===== config.mk =====
export PLATFORM = sky130hd
export DESIGN_NAME = mips_multicycle_controller
export DESIGN_NICKNAME = d
export VERILOG_FILES = /design/src/rtl/mips_multicycle_controller.sv
export SDC_FILE = /design/constraint.sdc
export NUM_CORES = 1
export LEC_CHECK = 0
export ABC_AREA = 1
export BUFFER_PORTS_ARGS = -buffer_cell sky130_fd_sc_hd__buf_2
export CAP_MARGIN = 20
export CORE_MARGIN = 5
export CORE_UTILIZATION = 51
export CTS_BUF_LIST = sky130_fd_sc_hd__clkbuf_16
export CTS_CLUSTER_SIZE = 16
export DETAILED_ROUTE_END_ITERATION = 10
export PLACE_DENSITY = 0.89
export SYNTH_ARGS = -nofsm -noshare
export SYNTH_HDL_FRONTEND = slang
export SYNTH_SLANG_ARGS = --single-unit

===== constraint.sdc =====
create_clock -name clk -period 3.22 [get_ports clk]
set_clock_uncertainty 0.05 [all_clocks]
set_input_delay 0.805 -clock clk [delete_from_list [all_inputs] [get_ports clk]]
set_output_delay 0.805 -clock clk [all_outputs]
set_load 0.05 [all_outputs]

===== src/rtl/mips_multicycle_controller.sv =====
// Multi-cycle MIPS control unit: FSM sequencing fetch/decode/execute/memory/
// write-back over a shared variable-latency memory, with a memory watchdog.
// Optional retired-instruction counter enabled by defining INSTR_CNT_EN;
// without it instr_cnt is tied to zero and no counter flops exist.
module mips_multicycle_controller #(
  parameter int MEM_TIMEOUT = 16,
  parameter int CNT_WIDTH   = 32
) (
  input  logic                 clk,
  input  logic                 rst,
  input  logic [5:0]           opcode,
  input  logic [5:0]           func,
  input  logic                 zero,
  input  logic                 mem_ready,
  output logic                 mem_req,
  output logic                 mem_we,
  output logic                 i_or_d,
  output logic                 ir_write,
  output logic                 pc_write,
  output logic                 pc_write_cond,
  output logic [1:0]           pc_src,
  output logic                 alu_src_a,
  output logic [1:0]           alu_src_b,
  output logic [2:0]           alu_op,
  output logic [1:0]           reg_dst,
  output logic [1:0]           mem_to_reg,
  output logic                 reg_write,
  output logic                 illegal,
  output logic                 fault,
  output logic [CNT_WIDTH-1:0] instr_cnt
);

  typedef enum logic [3:0] {
    S_FETCH, S_DECODE, S_MEMADR, S_MEMRD, S_MEMWB, S_MEMWR,
    S_RTEXEC, S_ALUWB, S_IEXEC, S_BRANCH, S_JUMP, S_FAULT
  } state_t;

  localparam logic [5:0] OP_RTYPE = 6'b000000;
  localparam logic [5:0] OP_J     = 6'b000010;
  localparam logic [5:0] OP_JAL   = 6'b000011;
  localparam logic [5:0] OP_BEQ   = 6'b000100;
  localparam logic [5:0] OP_ADDI  = 6'b001000;
  localparam logic [5:0] OP_SLTI  = 6'b001010;
  localparam logic [5:0] OP_LW    = 6'b100011;
  localparam logic [5:0] OP_SW    = 6'b101011;

  localparam logic [5:0] FN_JR    = 6'b001000;
  localparam logic [5:0] FN_ADD   = 6'b100000;
  localparam logic [5:0] FN_SUB   = 6'b100010;
  localparam logic [5:0] FN_AND   = 6'b100100;
  localparam logic [5:0] FN_OR    = 6'b100101;
  localparam logic [5:0] FN_SLT   = 6'b101010;

  localparam logic [2:0] ALU_ADD  = 3'b010;
  localparam logic [2:0] ALU_SUB  = 3'b110;
  localparam logic [2:0] ALU_AND  = 3'b000;
  localparam logic [2:0] ALU_OR   = 3'b001;
  localparam logic [2:0] ALU_SLT  = 3'b111;

  // Watchdog limit widened by one bit so (count + 1) never wraps.
  localparam logic [8:0] WD_LIMIT = 9'(MEM_TIMEOUT);

  state_t     state, state_nxt;
  logic [7:0] wd, wd_nxt;
  logic [1:0] rdst_q;

  // The zero flag is consumed by the datapath, which ANDs it with pc_write_cond.
  logic unused_zero;
  assign unused_zero = zero;

  // R-type funct codes this controller executes (jr handled separately).
  function automatic logic rtype_ok(input logic [5:0] fn);
    return (fn == FN_ADD) || (fn == FN_SUB) || (fn == FN_AND) ||
           (fn == FN_OR)  || (fn == FN_SLT);
  endfunction

  // ALU operation for a supported R-type funct.
  function automatic logic [2:0] rtype_aluop(input logic [5:0] fn);
    logic [2:0] op;
    case (fn)
      FN_SUB:  op = ALU_SUB;
      FN_AND:  op = ALU_AND;
      FN_OR:   op = ALU_OR;
      FN_SLT:  op = ALU_SLT;
      default: op = ALU_ADD;
    endcase
    return op;
  endfunction

  // ALU operation for the immediate arithmetic group.
  function automatic logic [2:0] imm_aluop(input logic [5:0] op);
    return (op == OP_SLTI) ? ALU_SLT : ALU_ADD;
  endfunction

  // A waiting memory cycle that is the last one the watchdog tolerates.
  logic wd_hit;
  assign wd_hit = (({1'b0, wd} + 9'd1) >= WD_LIMIT);

  // State register, watchdog and write-back destination latch.
  always_ff @(posedge clk or negedge rst) begin
    if (!rst) begin
      state  <= S_FETCH;
      wd     <= '0;
      rdst_q <= 2'b00;
    end else begin
      state <= state_nxt;
      wd    <= wd_nxt;
      if (state == S_RTEXEC)     rdst_q <= 2'b01;
      else if (state == S_IEXEC) rdst_q <= 2'b00;
    end
  end

  // Next-state and control outputs; everything is forced low while in reset
  // so mem_req drops immediately when rst asserts mid-access.
  always_comb begin
    state_nxt     = state;
    wd_nxt        = '0;
    mem_req       = 1'b0;
    mem_we        = 1'b0;
    i_or_d        = 1'b0;
    ir_write      = 1'b0;
    pc_write      = 1'b0;
    pc_write_cond = 1'b0;
    pc_src        = 2'b00;
    alu_src_a     = 1'b0;
    alu_src_b     = 2'b00;
    alu_op        = 3'b000;
    reg_dst       = 2'b00;
    mem_to_reg    = 2'b00;
    reg_write     = 1'b0;
    illegal       = 1'b0;
    fault         = 1'b0;
    if (rst) begin
      case (state)
        S_FETCH: begin
          mem_req   = 1'b1;
          alu_src_b = 2'b01;
          alu_op    = ALU_ADD;
          if (mem_ready) begin
            ir_write  = 1'b1;
            pc_write  = 1'b1;
            state_nxt = S_DECODE;
          end else if (wd_hit) begin
            state_nxt = S_FAULT;
          end else begin
            wd_nxt = wd + 8'd1;
          end
        end
        S_DECODE: begin
          alu_src_b = 2'b11;
          alu_op    = ALU_ADD;
          case (opcode)
            OP_LW, OP_SW:     state_nxt = S_MEMADR;
            OP_ADDI, OP_SLTI: state_nxt = S_IEXEC;
            OP_BEQ:           state_nxt = S_BRANCH;
            OP_J, OP_JAL:     state_nxt = S_JUMP;
            OP_RTYPE: begin
              if (func == FN_JR) begin
                state_nxt = S_JUMP;
              end else if (rtype_ok(func)) begin
                state_nxt = S_RTEXEC;
              end else begin
                illegal   = 1'b1;
                state_nxt = S_FETCH;
              end
            end
            default: begin
              illegal   = 1'b1;
              state_nxt = S_FETCH;
            end
          endcase
        end
        S_MEMADR: begin
          alu_src_a = 1'b1;
          alu_src_b = 2'b10;
          alu_op    = ALU_ADD;
          state_nxt = (opcode == OP_LW) ? S_MEMRD : S_MEMWR;
        end
        S_MEMRD: begin
          mem_req = 1'b1;
          i_or_d  = 1'b1;
          if (mem_ready)   state_nxt = S_MEMWB;
          else if (wd_hit) state_nxt = S_FAULT;
          else             wd_nxt    = wd + 8'd1;
        end
        S_MEMWB: begin
          reg_write  = 1'b1;
          reg_dst    = 2'b00;
          mem_to_reg = 2'b01;
          state_nxt  = S_FETCH;
        end
        S_MEMWR: begin
          mem_req = 1'b1;
          mem_we  = 1'b1;
          i_or_d  = 1'b1;
          if (mem_ready)   state_nxt = S_FETCH;
          else if (wd_hit) state_nxt = S_FAULT;
          else             wd_nxt    = wd + 8'd1;
        end
        S_RTEXEC: begin
          alu_src_a = 1'b1;
          alu_src_b = 2'b00;
          alu_op    = rtype_aluop(func);
          state_nxt = S_ALUWB;
        end
        S_IEXEC: begin
          alu_src_a = 1'b1;
          alu_src_b = 2'b10;
          alu_op    = imm_aluop(opcode);
          state_nxt = S_ALUWB;
        end
        S_ALUWB: begin
          // ALU setup is held from execute so its inputs stay stable
          // while ALUOut is written back.
          alu_src_a  = 1'b1;
          alu_src_b  = (opcode == OP_RTYPE) ? 2'b00 : 2'b10;
          alu_op     = (opcode == OP_RTYPE) ? rtype_aluop(func) : imm_aluop(opcode);
          reg_write  = 1'b1;
          reg_dst    = rdst_q;
          mem_to_reg = 2'b00;
          state_nxt  = S_FETCH;
        end
        S_BRANCH: begin
          alu_src_a     = 1'b1;
          alu_src_b     = 2'b00;
          alu_op        = ALU_SUB;
          pc_write_cond = 1'b1;
          pc_src        = 2'b01;
          state_nxt     = S_FETCH;
        end
        S_JUMP: begin
          pc_write = 1'b1;
          pc_src   = (opcode == OP_RTYPE) ? 2'b11 : 2'b10;
          if (opcode == OP_JAL) begin
            reg_write  = 1'b1;
            reg_dst    = 2'b10;
            mem_to_reg = 2'b10;
          end
          state_nxt = S_FETCH;
        end
        S_FAULT: begin
          fault = 1'b1;
        end
        default: state_nxt = S_FETCH;
      endcase
    end
  end

`ifdef INSTR_CNT_EN
  logic                 retire;
  logic [CNT_WIDTH-1:0] cnt_q;

  assign retire = (state_nxt == S_FETCH) &&
                  ((state == S_MEMWB) || (state == S_MEMWR) || (state == S_ALUWB) ||
                   (state == S_BRANCH) || (state == S_JUMP));

  // Retired-instruction counter, wraps naturally at 2^CNT_WIDTH.
  always_ff @(posedge clk or negedge rst) begin
    if (!rst)        cnt_q <= '0;
    else if (retire) cnt_q <= cnt_q + CNT_WIDTH'(1);
  end

  assign instr_cnt = cnt_q;
`else
  assign instr_cnt = '0;
`endif

endmodule


==> results of run 1 <==
## placed cells by master, fill, tap and decap left out, drive strengths merged
| master | count |
|---|---|
| nand2 | 57 |
| nor2 | 42 |
| inv | 39 |
| conb | 36 |
| buf | 36 |
| dfrtp | 13 |
| nand3 | 12 |
| a21oi | 12 |
| o21ai | 9 |
| nor3 | 8 |
| nand4 | 4 |
| clkbuf | 3 |
| nor4 | 3 |
| a31oi | 2 |
| ha | 2 |
| o22ai | 1 |
| o211ai | 1 |
| a31o | 1 |
| xnor2 | 1 |
| nor3b | 1 |
| a211o | 1 |
| a311oi | 1 |
| clkinv | 1 |
## routing by layer
metal | share of wire | global-route usage | up-vias
li1 | - | - | 788
met3 | 0.10 | 0.0225 | 5
met4 | 0.0082 | 0.0422 | 0
met2 | 0.45 | 0.276 | 79
met5 | 0 | 0 | -
met1 | 0.45 | 0.224 | 675
## worst max path at each step
stage	end	slack, ns	cells after the start	from
6_report	alu_op[2]	0.24	10	opcode[0]
3_3_place_gp	alu_op[2]	0.28	10	opcode[0]
5_1_grt	alu_op[2]	0.14	10	opcode[5]
3_5_place_dp	alu_op[2]	0.25	10	opcode[0]
4_1_cts	alu_op[2]	0.25	10	opcode[0]
2_1_floorplan	reg_write	0.006	5	rst
## power by group through the flow
stage,Sequential (uW),Combinational (uW),Clock (uW)
final,246,826,236
after global routing,252,889,251
after CTS,245,819,238
after detailed placement,247,814,0
after global placement,245,804,0
after floorplan,226,720,0
## through the flow
stage / cells / utilization
2_1_floorplan: 281 / -
3_3_place_gp: 313 / 0.580
3_5_place_dp: 313 / 0.580
4_1_cts: 317 / 0.608
5_1_grt: 317 / 0.608
6_report: 317 / 0.608
## kinds of logic after synthesis
| family | Yosys count |
|---|---|
| simple gates | 127 |
| buf+inv | 74 |
| compound gates | 28 |
| flops | 13 |
| fa+ha+maj | 2 |
| xor+xnor | 1 |
| other cells | 1 |
## critical path: cells and delay by family
kind	cells	cell delay [ns]
AOI/OAI and AO/OA	1	0.20
buffers and inverters	4	0.58
and+or+nand+nor	5	0.54
## final cells by class
class,count,share of cell area
clock buffers,3,0.0440
clock inverters,1,0.00293
inverters,39,0.0858
multi-input cells,194,0.547
flip-flops and latches,13,0.191
well taps,31,0.0227
repair buffers,36,0.107
## flip-flops by register name (all words and copies together) (netlist names)
register,flops
rdst_q,1
wd,8
state,4
==> run summary, run 1 <==
Complex-gate fraction of the synthesized area: 0.109
Hold path start: wd[0]
Clock sinks: 13
Max incr delay on CP: 0.22 ns
DR DRC count: 0
Warnings from Yosys: 0
Worst r2r dst: state[0]
Insertion delay to the later sink of the worst-skew pair: 0.24 ns
Post-CTS Hold Fix Bufs: 0
Post-synth top area cell: dfrtp_1
Static Leak: 0.00104 uW
Hold endpoint: wd[0]
Ports: 69
Post-route cell area: 1710 um^2
Flop pwr share: 0.188
Gr usage total: 0.165
Initial antenna violation count: 0
Switching power: 754 uW
EDFF count, synth: 0
Placed Area: 1630 um^2
CP required: 2.36 ns
Layout cells sized above 1: 0.241
Die Y: 64.5 um
Post-synthesis simple-gate area fraction: 0.383
Clock network fraction of total power: 0.180
Initial core utilization: 0.540
Worst-path cell chain: buf_2, inv_1, nand2_1, nor2_2, nand2_1, inv_1, nand2_1, a311oi_1, nor2_1, buf_2
Crit. End Element: output port
Fin Setup TNS: 0 ns
Seq/Total Area, Yosys: 0.215
Area of the multi-input gates: 933 um^2
CTS tree: built
Pre-CTS setup slack: 0.254 ns
Setup violators final: 0
First-pass detailed-route iteration total: 4
Worst path arrival time: 2.13 ns
Max Cap Viol: 0
Area share of the largest cell type after synthesis: 0.215
Adder-cell share of the synthesized area: 0.0165
CP most frequent cell: nand2_1
TritonCTS Buffers: 3
Antenna viol nets, final: 0
Worst-path maximum fanout: 8
Switching Fraction: 0.577
Reg-to-reg critical path startpoint: wd[0]
Tcrit/Tclk final: 0.926
Mean Syn Cell Area: 6.15 um^2
GRT overflow: 0
First-pass GRT wire length: 5600 um
Worst setup SP type: input pin
Final-report hold violation count: 0
Worst hold slack: 0.469 ns
Minimum clock period: 2.98 ns
RSZ-0062 raised after global routing: false
Top post-synthesis cells by count: 51 x nand2_1, 34 x buf_4, 33 x nor2_1
Post-synthesis register bit count: 13
Detailed Route Iter0 Violations: 90
Class of the worst hold path: reg2reg
Vias in the first global route: 1341
Peak VDD IR: 0.298 mV
Die area: 4160 um^2
Fillers: 269
IO buf count: 35
Worst hold path depth: 1
Reg2Reg Depth: 9
Register-to-Register Setup Slack: 1.49 ns
CTS root buf: clkbuf_16
Main combinational cell family by area after synthesis: simple AND/OR/NAND/NOR gates
Routed len/inst: 11.1 um
Synth Area in XOR/XNOR: 0.00579
Slowest CP cell: buf_2
Synth Instances: 246
Status: completed
Core area: 2810 um^2
Synth cell types: 30
Logic gate share of total power: 0.631
Max Clock Freq: 335 MHz
Int Pwr: 554 uW
Synth area leaders: dfrtp_1 21%, buf_4 17%, nand2_1 13%
H-tree depth: 1
Main synth FF type: dfrtp_1
Register area: 325 um^2
Layout area overhead: 12.7%
Vias post-DR: 1547
Async S/R FF share, synth: 1.00
Post-synthesis mux area share: 0
Netlist Area Pre-Place: 1510 um^2
DRT Wirelength: 3530 um
Most numerous cell in the Yosys netlist: nand2_1
Pwr Density: 766 nW/um^2
Die Wd: 64.5 um
Overall power: 1310 uW
Setup CP Type: in2out
Setup Buffers After CTS: 0
Clk buf depth: 2
GP Congestion: 0.918
Clock-pin slew on the worst setup and hold paths: 0.05 ns
Hpwl dp: 2880 um
Nets: 305
Largest net degree at the start of global routing: 19
Setup WS post-layout: 0.237 ns
# diodes: 0
Max Slew Vio Count: 0
Rows: 19
Vias per cell: 4.88
CTS resizes: 0
(Power assumes the default switching activity.)
==> inputs of run 2 (changes only) <==
==> constraint.sdc (replaced) <==
create_clock -name clk -period 3.22 [get_ports clk]
set_clock_uncertainty 0.05 [all_clocks]
set_input_delay 0.644 -clock clk [delete_from_list [all_inputs] [get_ports clk]]
set_output_delay 0.644 -clock clk [all_outputs]
set_load 0.05 [all_outputs]
==> run summary, run 2 (same netlist as run 1, synthesis figures left out) <==
Peak VDD IR: 0.338 mV
DRT Wirelength: 3270 um
Placed Cells: 313
Max Cap Viol: 0
CTS tree: built
Vias post-DR: 1508
Max Slew Vio Count: 0
Worst-path cell chain: inv_2, nor2_2, inv_1, nor2_1, inv_1, nor2_2, inv_2, nor3_2, a211o_1, buf_2
Setup WS post-layout: 0.548 ns
Top Registers: wd (8), state (4), rdst_q (1)
Post-route cell area: 1690 um^2
Rows: 19
Layout area overhead: 11.8%
Slowest CP cell: dfrtp_1
Worst path arrival time: 1.98 ns
Gr usage total: 0.158
First-pass detailed-route iteration total: 4
DR DRC count: 0
First-pass GRT wire length: 5420 um
Insertion delay to the later sink of the worst-skew pair: 0.24 ns
H-tree depth: 1
Fillers: 291
Final Util: 0.603
Pwr Density: 761 nW/um^2
Final-report hold violation count: 0
Minimum clock period: 2.67 ns
Max Clock Freq: 374 MHz
Commonest cells after routing, fill and taps aside: 51 x nand2_1, 36 x conb_1, 35 x buf_2, 33 x nor2_1, 33 x inv_1
CP required: 2.53 ns
Class of the worst hold path: in2async
Static Leak: 0.00103 uW
Routed len/inst: 10.3 um
Status: completed
Commonest non-fill, non-tap cell in the layout: nand2_1
Most flop-heavy register: wd
Vias per cell: 4.76
Clock-pin slew on the worst setup and hold paths: 0.04 ns
Largest net degree at the start of global routing: 19
Clock sinks: 13
Area of the multi-input gates: 921 um^2
Setup violators final: 0
Die Wd: 64.5 um
RSZ-0062 raised after global routing: false
Ports: 69
Initial antenna violation count: 0
Initial core utilization: 0.540
Pre-CTS setup slack: 0.618 ns
Core area: 2810 um^2
GRT overflow: 0
Nets: 305
Register area: 325 um^2
GP Congestion: 0.913
IO buf count: 35
Vias in the first global route: 1309
Setup Buffers After CTS: 0
Setup CP Type: reg2out
Worst-path maximum fanout: 8
Antenna viol nets, final: 0
Fin Setup TNS: 0 ns
Layout cells sized above 1: 0.234
Post-Layout Cell Count: 317
CTS root buf: clkbuf_16
# diodes: 0
Detailed Route Iter0 Violations: 75
Hpwl dp: 2750 um
Max incr delay on CP: 0.50 ns
Tcrit/Tclk final: 0.830
Worst setup SP type: flip-flop
TritonCTS Buffers: 3
Die Y: 64.5 um
Post-CTS Hold Fix Bufs: 0
Clk buf depth: 2
Max reg flops: 8
Die area: 4160 um^2
CTS resizes: 0
Crit. End Element: output port
Placed Area: 1610 um^2
## run 2: cell types whose count changed in the layout (fill, tap and decap cells not counted), sizes merged
cell / before / now
clkinv: 1 / 0
inv: 39 / 40
## run 2: worst max-delay path, delay by kind of cell (launching register included)
family / cells / cell delay, ns
AOI/OAI and AO/OA: 1 / 0.14
buffers and inverters: 5 / 0.53
and+or+nand+nor: 4 / 0.55
DFF: 1 / 0.50
## run 2: power breakdown
group	internal, uW	leakage, uW	total [uW]	switching, uW
combinational	193	0.000820	814	621
sequential	195	0.000167	246	51.2
clock	163	0.0000423	228	64.8
total	551	0.00103	1290	737
## run 2: stage by stage
| step | hold WS, ns | power (uW) |
|---|---|---|
| 6_report | 0.326 | 1290 |
| 5_1_grt | 0.340 | 1390 |
| 4_1_cts | 0.326 | 1290 |
| 3_5_place_dp | 0.470 | 1050 |
| 3_3_place_gp | 0.457 | 1040 |
| 2_1_floorplan | 0.298 | 942 |
## run 2: final cells by class
cell class / instances / area share
tap: 31 / 0.0229
timing repair buffer: 36 / 0.108
sequential: 13 / 0.192
inverter: 39 / 0.0865
multi-input combinational: 194 / 0.544
clock buffer: 3 / 0.0443
clock inverter: 1 / 0.00222
## run 2: worst paths after layout
check / startpoint / endpoint / slack (ns) / cells after the start
hold / removal: rst / wd[4] / 0.33 / 2
setup / recovery: state[1] / reg_write / 0.55 / 10
setup reg to reg: wd[0] / state[0] / 1.55 / 10
hold reg to reg: wd[0] / wd[0] / 0.47 / 1
min in group clk: wd[0] / wd[0] / 0.47 / 1
max in group asynchronous: rst / state[2] / 2.60 / 2
## run 2: per-layer routing
layer / GRT usage / share of wire / wire, um / vias up
li1: - / - / - / 790
met4: 0.0237 / 0 / 0 / 0
met2: 0.250 / 0.41 / 1360 / 65
met1: 0.227 / 0.49 / 1600 / 653
met5: 0 / 0 / 0 / -
met3: 0.0345 / 0.097 / 316 / 0
